$ cat src/rtl/hex_display_ctrl.sv
// hex_display_ctrl: six-digit seven-segment controller. One shared hex decoder
// is time-multiplexed round-robin over the digits, and each decoded pattern is
// latched into that digit's registered HEX output.
module hex_display_ctrl #(
  parameter int unsigned BLINK_DIV = 25_000_000
) (
  input  logic       clk,
  input  logic       reset,
  input  logic       wr_valid,
  output logic       wr_ready,
  input  logic [2:0] wr_addr,
  input  logic [3:0] wr_data,
  input  logic       wr_blank,
  input  logic [5:0] blink_mask,
  output logic [3:0] dec_in,
  input  logic [6:0] dec_out,
  output logic [6:0] hex0,
  output logic [6:0] hex1,
  output logic [6:0] hex2,
  output logic [6:0] hex3,
  output logic [6:0] hex4,
  output logic [6:0] hex5
);

  localparam int unsigned NUM_DIGITS = 6;
  localparam int unsigned DIGIT_W    = 4;
  localparam int unsigned SEG_W      = 7;
  localparam int unsigned PTR_W      = 3;
  localparam int unsigned PRE_W      = (BLINK_DIV > 1) ? $clog2(BLINK_DIV) : 1;

  localparam logic [PRE_W-1:0] PRE_MAX   = PRE_W'(BLINK_DIV - 1);
  localparam logic [SEG_W-1:0] SEG_OFF   = 7'h7F;
  localparam logic [PTR_W-1:0] PTR_LAST  = 3'd5;
  localparam logic [2:0]       ADDR_CLR  = 3'd6;

  typedef enum logic {
    RUN   = 1'b0,
    CLEAR = 1'b1
  } state_e;

  state_e                  state_q, state_d;
  logic [DIGIT_W-1:0]      digit_q [NUM_DIGITS];
  logic [DIGIT_W-1:0]      digit_d [NUM_DIGITS];
  logic [SEG_W-1:0]        hex_q   [NUM_DIGITS];
  logic [SEG_W-1:0]        hex_d   [NUM_DIGITS];
  logic [NUM_DIGITS-1:0]   blank_q, blank_d;
  logic [PTR_W-1:0]        ptr_q, ptr_d, ptr_nxt;
  logic [PRE_W-1:0]        pre_q, pre_d;
  logic                    phase_q, phase_d;

  assign wr_ready = (state_q == RUN);
  assign dec_in   = digit_q[ptr_q];
  assign ptr_nxt  = (ptr_q == PTR_LAST) ? '0 : ptr_q + PTR_W'(1);

  assign hex0 = hex_q[0];
  assign hex1 = hex_q[1];
  assign hex2 = hex_q[2];
  assign hex3 = hex_q[3];
  assign hex4 = hex_q[4];
  assign hex5 = hex_q[5];

  // Next-state: blink prescaler, scan/load of the current digit, writes and clear sweep
  always_comb begin
    state_d = state_q;
    digit_d = digit_q;
    hex_d   = hex_q;
    blank_d = blank_q;
    ptr_d   = ptr_q;
    pre_d   = pre_q + PRE_W'(1);
    phase_d = phase_q;

    if (pre_q == PRE_MAX) begin
      pre_d   = '0;
      phase_d = ~phase_q;
    end

    case (state_q)
      RUN: begin
        // Scan load uses pre-write digit/blank, so a write to ptr shows on the next visit
        if (blank_q[ptr_q] || (blink_mask[ptr_q] && phase_q)) begin
          hex_d[ptr_q] = SEG_OFF;
        end else begin
          hex_d[ptr_q] = dec_out;
        end
        ptr_d = ptr_nxt;
        if (wr_valid) begin
          if (wr_addr < ADDR_CLR) begin
            digit_d[wr_addr] = wr_data;
            blank_d[wr_addr] = wr_blank;
          end else if (wr_addr == ADDR_CLR) begin
            ptr_d   = '0;
            state_d = CLEAR;
          end
        end
      end
      CLEAR: begin
        digit_d[ptr_q] = '0;
        blank_d[ptr_q] = 1'b1;
        hex_d[ptr_q]   = SEG_OFF;
        ptr_d          = ptr_nxt;
        if (ptr_q == PTR_LAST) begin
          state_d = RUN;
        end
      end
      default: begin
        state_d = RUN;
      end
    endcase
  end

  // State registers with synchronous reset
  always_ff @(posedge clk) begin
    if (reset) begin
      state_q <= RUN;
      digit_q <= '{default: '0};
      hex_q   <= '{default: SEG_OFF};
      blank_q <= '1;
      ptr_q   <= '0;
      pre_q   <= '0;
      phase_q <= 1'b0;
    end else begin
      state_q <= state_d;
      digit_q <= digit_d;
      hex_q   <= hex_d;
      blank_q <= blank_d;
      ptr_q   <= ptr_d;
      pre_q   <= pre_d;
      phase_q <= phase_d;
    end
  end

endmodule
$ cat config.mk
export PLATFORM = sky130hd
export DESIGN_NAME = hex_display_ctrl
export DESIGN_NICKNAME = d
export VERILOG_FILES = /design/src/rtl/hex_display_ctrl.sv
export SDC_FILE = /design/constraint.sdc
export NUM_CORES = 1
export LEC_CHECK = 0
export BUFFER_PORTS_ARGS = -buffer_cell sky130_fd_sc_hd__buf_2
export CAP_MARGIN = 40
export CORE_MARGIN = 4
export CORE_UTILIZATION = 50
export CTS_CLUSTER_SIZE = 12
export DETAILED_ROUTE_END_ITERATION = 8
export HOLD_SLACK_MARGIN = 0.12
export MAX_ROUTING_LAYER = met4
export PLACE_DENSITY_LB_ADDON = 0.12
export SYNTH_ARGS = -nofsm -noshare
export SYNTH_HDL_FRONTEND = slang
export SYNTH_SLANG_ARGS = --single-unit
$ cat constraint.sdc
create_clock -name clk -period 5.25 [get_ports clk]
set_clock_uncertainty 0.1 [all_clocks]
set_input_delay 0.2625 -clock clk [delete_from_list [all_inputs] [get_ports clk]]
set_output_delay 0.2625 -clock clk [all_outputs]
set_load 0.01 [all_outputs]
==> impl_metrics.ini, run 1 <==
[status]
status = complete, no violations

[sta]
grt_setup_unrepaired = false
finalSetupViolations = 0
hold_ws_ns = 0.1521
fmax_mhz = 369.3
slew_violations = 0
finalHoldViolCount = 0
slew_headroom_pct = 38.16
tightest_slew_ns = 0.9263
finalCriticalPeriod_ns = 2.708
finalCritPeriodShare_pct = 51.57
fin_tns_setup_ns = 0

[clocking]
max-clock-path-buffers = 2
root_buffer = clkbuf_8
cts.sinks = 102
cts.reportedPaths.clkPinSlew_ns = 0.10
insertion_delay_ns = 0.37
cts.htree.levels = 3
cts_made_buffers = 9
cts_tree = built

[setup_path]
required_ns = 5.36
worstPathCellList = mux2i_1 > o22ai_2 > o21bai_2 > a41oi_1
worstSetupEndpointType = flop
cp_slowest_cell = dfxtp_1
cpPeakStageDelay_ns = 0.94
startpoint_type = flop
cp_data_arrival_time_ns = 2.81
path_class = flop to flop
crit_fanout = 21
critPathBufInv = 0
crit_family = compound AO/OA/AOI/OAI gates

[yosys]
synth_top_area_share_pct = 44.86
synth.yosys.seq_area_share_pct = 44.86
synth_top_cell_by_area = dfxtp_1
async_reset_ff_share_pct = 0
ys.flop_type = dfxtp_1
synth.area.top_cells = dfxtp_1 (45%), nor2_1 (5.5%), a22oi_1 (4.6%), a41oi_1 (4.2%), nor3_1 (3.2%)
syn-cell-area_um2 = 4552
ys_ff_latch = 102
synth_edf_count = 0
syn_nets = 522
synth_area_per_cell_um2 = 9.159
syn_inst = 497
synth_cell_types = 61
yosysWarnings = 0

[pwr]
clock_power_share_pct = 36.2
power_leakage_nw = 1.867
p_int_mw = 1.065
switching_share_pct = 26.53
combPwrFrac_pct = 8.6
seq_power_share_pct = 55.2
power.switching_uw = 384.5
peakVddDrop_mv = 0.1419
p_per_area_nw_per_um2 = 278.2

[floorplan]
dieWidth_um = 103.4
die-area_um2 = 10690
num_rows = 34
ioPinCount = 71
start_util_pct = 51.69
fp.dieH_um = 103.4
core_area_um2 = 8806

[global_route]
grt-ovfl-total = 0
grt_pass1_wl_um = 18690
grt_use_total_pct = 22.62
grt_max_degree = 58
grt_antenna_before_repair = 0
grt_pass1_vias = 3756

[finish]
finalNonFillerCells = 671
diodes = 0
drive_above_1_share_pct = 21.49
fin_util_pct = 59.16
area_growth_pct = 14.46
final_cell_mix = dfxtp_1 (102), buf_2 (70), nor2_1 (67), nand2_1 (32), nor3_1 (29)
final_common_cell = dfxtp_1
fin_nets = 583
final.fill_count = 805
fin_area_um2 = 5210

[detailed_routing]
wl_per_cell_um = 16.57
postRouteAntennaNets = 0
initialDrtViolationCount = 227
totalWireLength_um = 11120
first_pass_iters = 5
vias = 3967
drc_errors = 0
vias_per_cell = 5.912

[placed_design]
placed_cell_area_um2 = 4911
placedCellCount = 646
gp_congestion = 0.8364
hpwlAfterDp_um = 7749
port_buffers = 70

[hold_path]
hp-class = input pin to flop

[run]
drv_cap = 0
==> layout make-up <==
class / count / area, um2 / share of cell area [%]
Timing Repair Buffer: 84 / 503.0 / 9.654
Multi-Input combinational cell: 347 / 2266 / 43.49
Inverter: 14 / 52.55 / 1.009
Clock inverter: 7 / 87.58 / 1.681
Sequential cell: 102 / 2042 / 39.19
Clock buffer: 9 / 123.9 / 2.378
Tap cell: 108 / 135.1 / 2.594
==> path summary, 6_finish.rpt <==
| check | from | end | slack [ns] | depth (start not counted) |
|---|---|---|---|---|
| hold / removal | wr_data[3] | digit_q[7] | 0.15 | 3 |
| setup reg to reg | ptr_q[1] | hex3[2] | 2.54 | 4 |
| setup / recovery | ptr_q[1] | hex3[2] | 2.54 | 4 |
| hold reg to reg | pre_q[0] | pre_q[0] | 0.38 | 1 |
==> power by group through the flow <==
stage                     clock, mW  sequential [mW]  combinational, mW
after floorplan                   0            0.808             0.0878
after global placement            0            0.821              0.109
after detailed placement          0            0.818              0.118
after CTS                     0.536            0.801              0.122
after global routing          0.574            0.803              0.137
final                         0.524            0.801              0.125
==> sequential cells by signal, indices dropped and copies added, names as in the netlist <==
signal / count
pre_q: 25
hex0: 7
blank_q: 6
hex2: 7
hex5: 7
hex3: 7
state_q: 1
hex1: 7
phase_q: 1
hex4: 7
ptr_q: 3
digit_q: 24
==> cell usage after synthesis, types with 2 or more instances <==
| cell | n |
|---|---|
| dfxtp_1 | 102 |
| nor2_1 | 67 |
| nand2_1 | 32 |
| nor3_1 | 29 |
| a22oi_1 | 28 |
| a41oi_1 | 22 |
| o21ai_0 | 19 |
| o22ai_1 | 18 |
| clkbuf_1 | 15 |
| a21oi_1 | 14 |
| inv_1 | 14 |
| nor4_1 | 12 |
| buf_2 | 9 |
| mux2i_1 | 8 |
| nor2b_1 | 8 |
| nand3_1 | 7 |
| o31ai_1 | 6 |
| or3_1 | 6 |
| xnor2_1 | 6 |
| buf_6 | 5 |
| mux4_2 | 5 |
| nand4_1 | 5 |
| or4_1 | 5 |
| xor2_1 | 5 |
| and3_1 | 3 |
| and3b_1 | 3 |
| buf_4 | 3 |
| nand2b_1 | 3 |
| nand3b_1 | 2 |
| nand4_4 | 2 |
| nor2_2 | 2 |
| nor3b_4 | 2 |
| nor4bb_1 | 2 |
==> kinds of logic after synthesis <==
| family | synth area share, % |
|---|---|
| and+or+nand+nor | 24.82 |
| buffers and inverters | 5.360 |
| muxes | 4.481 |
| xor gates and xnor gates | 2.116 |
| DFF | 44.86 |
| AOI/OAI and AO/OA | 18.09 |
| adders and majority gates | 0.2748 |
==> worst register-to-register path, cell delays in order, from the launching register on <==
cell and delay, ns:
dfxtp_1 0.94, mux2i_1 0.37, o22ai_2 0.20, o21bai_2 0.71
a41oi_1 0.23
==> repair_timing <==
action / 4_1_cts / 5_1_grt
hold endpoints to repair: 15 / 0
setup buffers: 0 / 0
gates resized for setup: 0 / 0
hold buffers: 8 / 0
==> through the flow <==
step / power (mW) / setup slack, ns
5_1_grt: 1.514 / 2.360
2_1_floorplan: 0.8954 / 3.420
6_report: 1.449 / 2.542
4_1_cts: 1.459 / 2.571
3_5_place_dp: 0.9361 / 2.553
3_3_place_gp: 0.9294 / 2.387
==> layer usage <==
layer  vias to the layer above  GRT usage (%)  routed length (um)
met5                         -              -                   0
met4                         0          5.578                 132
met3                        12          4.963                 633
met2                       132          34.07                5103
met1                      1857          31.04                5247
li1                       1966              -                   -
No activity file was read; power rests on OpenSTA's default activity.
==> inputs of run 2 (changes only) <==
==> constraint.sdc (replaced) <==
create_clock -name clk -period 2.64 [get_ports clk]
set_clock_uncertainty 0.1 [all_clocks]
set_input_delay 0.132 -clock clk [delete_from_list [all_inputs] [get_ports clk]]
set_output_delay 0.132 -clock clk [all_outputs]
set_load 0.01 [all_outputs]
==> run 2 against run 1 <==
  * First-iteration DRC count shrank 2.6%
  * Worst setup slack got worse by 2.3 ns
  * Largest power group unchanged
  * Critical path type is now flop to output port
  * Sequential share of layout area fell by 1.3 points
  * Cell count rose by 2.8%
  * Via count is 2.8% higher
  * Sequential cell count unchanged
  * Non-clock buffer count is 19 higher
==> impl_metrics.ini, run 2 (synthesis gave the netlist of run 1 again) <==
[setup_path]
crit_start = ptr_q[1]
rr_startpoint = pre_q[0]
crit_fanout = 14
worstSetupEndpointType = output port
r2r_end = pre_q[24]
cp_data_arrival_time_ns = 2.16
startpoint_type = flop
required_ns = 2.41
path_class = flop to output port
r2r_cells = 6
r2r_slack_ns = 0.41

[global_route]
grt_antenna_before_repair = 0
grt_max_degree = 57
grt_use_total_pct = 23.93
grt-ovfl-total = 0
grt_pass1_wl_um = 19650
grt_pass1_vias = 3948

[floorplan]
die-area_um2 = 10690
core_area_um2 = 8806
ioPinCount = 71
fp.dieH_um = 103.4
num_rows = 34
start_util_pct = 51.69
dieWidth_um = 103.4

[detailed_routing]
wl_per_cell_um = 17.09
drc_errors = 0
vias = 4077
vias_per_cell = 5.909
initialDrtViolationCount = 221
postRouteAntennaNets = 0
totalWireLength_um = 11790
first_pass_iters = 5

[finish]
diodes = 0
top_regs = pre_q x25, digit_q x24
largest_reg_flops = 25
top_register = pre_q
final_cell_mix = dfxtp_1 (102), buf_2 (70), nor2_1 (67), nand2_1 (32), nor3_1 (29)
ff_latch_area_um2 = 2042
fin_nets = 602
finalNonFillerCells = 690
final_common_cell = dfxtp_1
area_growth_pct = 18.33
multi_input_area_um2 = 2266
final.fill_count = 769
drive_above_1_share_pct = 22.16
fin_util_pct = 61.17

[clocking]
max-clock-path-buffers = 2
cts_tree = built
cts_resized = 0
cts.reportedPaths.clkPinSlew_ns = 0.09
holdBufCountCts = 18
cts.htree.levels = 3
post-cts-setup-buffers = 0
root_buffer = clkbuf_8
cts.sinks = 102
cts_made_buffers = 9
insertion_delay_ns = 0.36

[sta]
finalSetupViolations = 0
tightest_slew_ns = 0.8360
hold_ws_ns = 0.2151
slew_violations = 0
fin_tns_setup_ns = 0
finalHoldViolCount = 0
fmax_mhz = 417.9
finalCriticalPeriod_ns = 2.393
slew_headroom_pct = 43.96
grt_setup_unrepaired = false
finalCritPeriodShare_pct = 90.64

[hold_path]
hp-class = input pin to flop
holdCritStartpoint = wr_valid
min_to = blank_q[3]
min_path_cells = 4

[pwr]
peakVddDrop_mv = 0.2699
power_leakage_nw = 1.958
p_per_area_nw_per_um2 = 565.2
power_mw = 3.044

[placed_design]
hpwlAfterDp_um = 8093
port_buffers = 70
placedCellCount = 656
gp_congestion = 0.8710

[run]
drv_cap = 0

[status]
status = complete, no violations
[run 2: cell types whose count changed in the layout (fill, tap and decap cells not counted), sizes merged]
cell,change
buf,+9
bufinv,+2
clkbuf,+2
clkinvlp,+1
dlygate4sd3,+10
inv,-5
[run 2: worst max-delay path: stages (launching register included)]
cell and delay (ns):
dfxtp_1 0.72, buf_4 0.27, mux4_2 0.51, inv_1 0.08, o22ai_1 0.08, buf_2 0.14
[run 2: metal layers]
metal / vias up / GRT usage (%) / part of all wire [%]
met5: - / - / 0
met4: 0 / 8.167 / 1.7
met3: 22 / 4.359 / 5.3
met2: 125 / 35.59 / 46
met1: 1933 / 32.79 / 47
li1: 1997 / - / -
[run 2: area by class of cell]
class	count	area share (%)
Sequential cell	102	37.91
Multi-Input combinational cell	347	42.07
Inverter	14	0.9756
Tap cell	108	2.509
Clock inverter	5	1.974
Timing Repair Buffer	103	11.94
Clock buffer	11	2.625
[run 2: report_power, final]
group	switching (mW)	internal, mW
Combinational	0.165	0.107
Clock	0.529	0.658
Sequential	0.0263	1.56
Total	0.721	2.32
[run 2: through the flow]
stage / instance area (um2) / setup WS [ns]
after floorplan: 4552 / 0.8104
after global placement: 4959 / 0.4512
after detailed placement: 4959 / 0.4195
after CTS: 5386 / 0.2417
after global routing: 5386 / 0.1146
final: 5386 / 0.2471
[run 2: worst max path at each step]
stage	cells past startpoint	endpoint	slack (ns)
final	5	dec_in[1]	0.25
after global routing	5	dec_in[2]	0.11
after CTS	5	dec_in[2]	0.24
after detailed placement	6	pre_q[20]	0.42
after global placement	6	pre_q[20]	0.45
after floorplan	7	pre_q[20]	0.81
==> inputs of run 3 (changes only) <==
--- a/config.mk
+++ b/config.mk
@@ -14,6 +14,7 @@
 export HOLD_SLACK_MARGIN = 0.12
 export MAX_ROUTING_LAYER = met4
 export PLACE_DENSITY_LB_ADDON = 0.12
+export SKIP_LAST_GASP = 1
 export SYNTH_ARGS = -nofsm -noshare
 export SYNTH_HDL_FRONTEND = slang
 export SYNTH_SLANG_ARGS = --single-unit
==> constraint.sdc (replaced) <==
create_clock -name clk -period 2.7 [get_ports clk]
set_clock_uncertainty 0.1 [all_clocks]
set_input_delay 0.405 -clock clk [delete_from_list [all_inputs] [get_ports clk]]
set_output_delay 0.405 -clock clk [all_outputs]
set_load 0.01 [all_outputs]
==> run 3 against run 2 <==
  * Worst setup slack got worse by 0.10 ns
  * Die area unchanged
  * Via count decreased by 2.0%
  * Design area shrank 4.0%
  * Sequential cell count unchanged
  * Clock power down 10%
  * Wire length shrank 3.4%
  * Count of clock-buffer cells in the layout decreased by 2
  * Worst hold slack got worse by 0.0040 ns
  * Combinational power shrank 11%
  * Largest power group unchanged
  * Highest routed layer unchanged
==> impl_metrics.ini, run 3 (synthesis gave the netlist of run 1 again) <==
[setup_path]
worstSetupEndpointType = output port
critPathBufInv = 2
path_class = flop to output port
r2r_end = digit_q[2]
worstPathCellList = mux4_2 > inv_1 > o22ai_1 > buf_2
rr_startpoint = ptr_q[1]
r2r_cells = 5
cp_data_arrival_time_ns = 2.05
crit_family = flip-flops
crit_fanout = 13
worst-path-stages = 4
r2r_slack_ns = 0.50
required_ns = 2.19
cpPeakStageDelay_ns = 0.77
startpoint_type = flop
cp_slowest_cell = dfxtp_1

[pwr]
p_per_area_nw_per_um2 = 554.2
p_int_mw = 2.141
switching_share_pct = 25.30
power_leakage_nw = 1.871
peakVddDrop_mv = 0.3218
seq_power_share_pct = 54.2
power.switching_uw = 725.2
clock_power_share_pct = 37.3
combPwrFrac_pct = 8.5

[global_route]
grt_pass1_wl_um = 18750
grt_use_total_pct = 23.00
grt_antenna_before_repair = 0
grt_pass1_vias = 3649
grt-ovfl-total = 0
grt_max_degree = 57

[hold_path]
min_to = hex5[5]
min_path_cells = 3
hp-class = input pin to flop
holdCritStartpoint = dec_out[5]

[finish]
final_cell_mix = dfxtp_1 (102), buf_2 (70), nor2_1 (67), nand2_1 (32), nor3_1 (29)
fin_nets = 583
top_regs = pre_q x25, digit_q x24
final_common_cell = dfxtp_1
final.fill_count = 821
area_growth_pct = 13.61
drive_above_1_share_pct = 22.91
top_register = pre_q
diodes = 0
fin_util_pct = 58.72
largest_reg_flops = 25

[detailed_routing]
wl_per_cell_um = 16.98
postRouteAntennaNets = 0
vias_per_cell = 5.955
first_pass_iters = 5
initialDrtViolationCount = 246
drc_errors = 0
vias = 3996
totalWireLength_um = 11400

[sta]
finalSetupViolations = 0
slew_headroom_pct = 44.16
finalCriticalPeriod_ns = 2.556
fin_tns_setup_ns = 0
finalHoldViolCount = 0
slew_violations = 0
tightest_slew_ns = 0.8312
grt_setup_unrepaired = false
fmax_mhz = 391.3
hold_ws_ns = 0.2111
finalCritPeriodShare_pct = 94.66

[floorplan]
die-area_um2 = 10690
dieWidth_um = 103.4
ioPinCount = 71
core_area_um2 = 8806
start_util_pct = 51.69
num_rows = 34
fp.dieH_um = 103.4

[clocking]
cts.reportedPaths.clkPinSlew_ns = 0.10
holdBufCountCts = 0
cts.htree.levels = 3
cts_resized = 0
cts.sinks = 102
root_buffer = clkbuf_8
max-clock-path-buffers = 2
cts_tree = built
post-cts-setup-buffers = 0
insertion_delay_ns = 0.37
cts_made_buffers = 9

[placed_design]
port_buffers = 70
hpwlAfterDp_um = 7911
gp_congestion = 0.9240

[status]
status = complete, no violations

[run]
drv_cap = 0
-- run 3: per-layer routing --
| layer | track usage (%) | vias up | share of wire (%) |
|---|---|---|---|
| li1 | - | 1962 | - |
| met1 | 32.46 | 1891 | 47 |
| met2 | 32.94 | 133 | 46 |
| met3 | 5.835 | 10 | 6.4 |
| met4 | 5.777 | 0 | 0.90 |
| met5 | - | - | 0 |
-- run 3: final cells by class --
type	instances	area, um2	share of cell area (%)
multi-input cells	347	2266	43.82
clock inverters	7	96.34	1.863
repair buffers	84	455.4	8.807
flip-flops and latches	102	2042	39.49
clock buffers	9	123.9	2.395
inverters	14	52.55	1.016
well taps	108	135.1	2.613
-- run 3: worst min-delay path: cells and delay by family --
| kind | cells | cell delay [ns] |
|---|---|---|
| buffers and inverters | 1 | 0.12 |
| AND/OR/NAND/NOR | 1 | 0.06 |
| AO/OA/AOI/OAI | 1 | 0.07 |
-- run 3: stage by stage --
step	cells	instance area, um2	power (mW)	worst slack [ns]
floorplan	497	4552	1.741	0.8704
global placement	655	4951	1.824	0.5464
detailed placement	655	4951	1.828	0.5564
CTS	671	5171	2.895	0.1348
global route	671	5171	2.997	0.01490
finish	671	5171	2.866	0.1443
-- run 3: worst max-delay path by stage --
stage | from | end | slack [ns]
2_1_floorplan | pre_q[0] | pre_q[20] | 0.87
3_3_place_gp | pre_q[0] | pre_q[11] | 0.55
3_5_place_dp | pre_q[0] | pre_q[9] | 0.56
4_1_cts | ptr_q[1] | dec_in[2] | 0.13
5_1_grt | ptr_q[1] | dec_in[2] | 0.01
6_report | ptr_q[1] | dec_in[2] | 0.14
-- run 3: power groups by stage --
stage / Sequential, mW / Combinational, mW / Clock [mW]
final: 1.55 / 0.244 / 1.07
after global routing: 1.56 / 0.268 / 1.17
after CTS: 1.55 / 0.241 / 1.10
after detailed placement: 1.59 / 0.240 / 0
after global placement: 1.59 / 0.238 / 0
after floorplan: 1.57 / 0.171 / 0
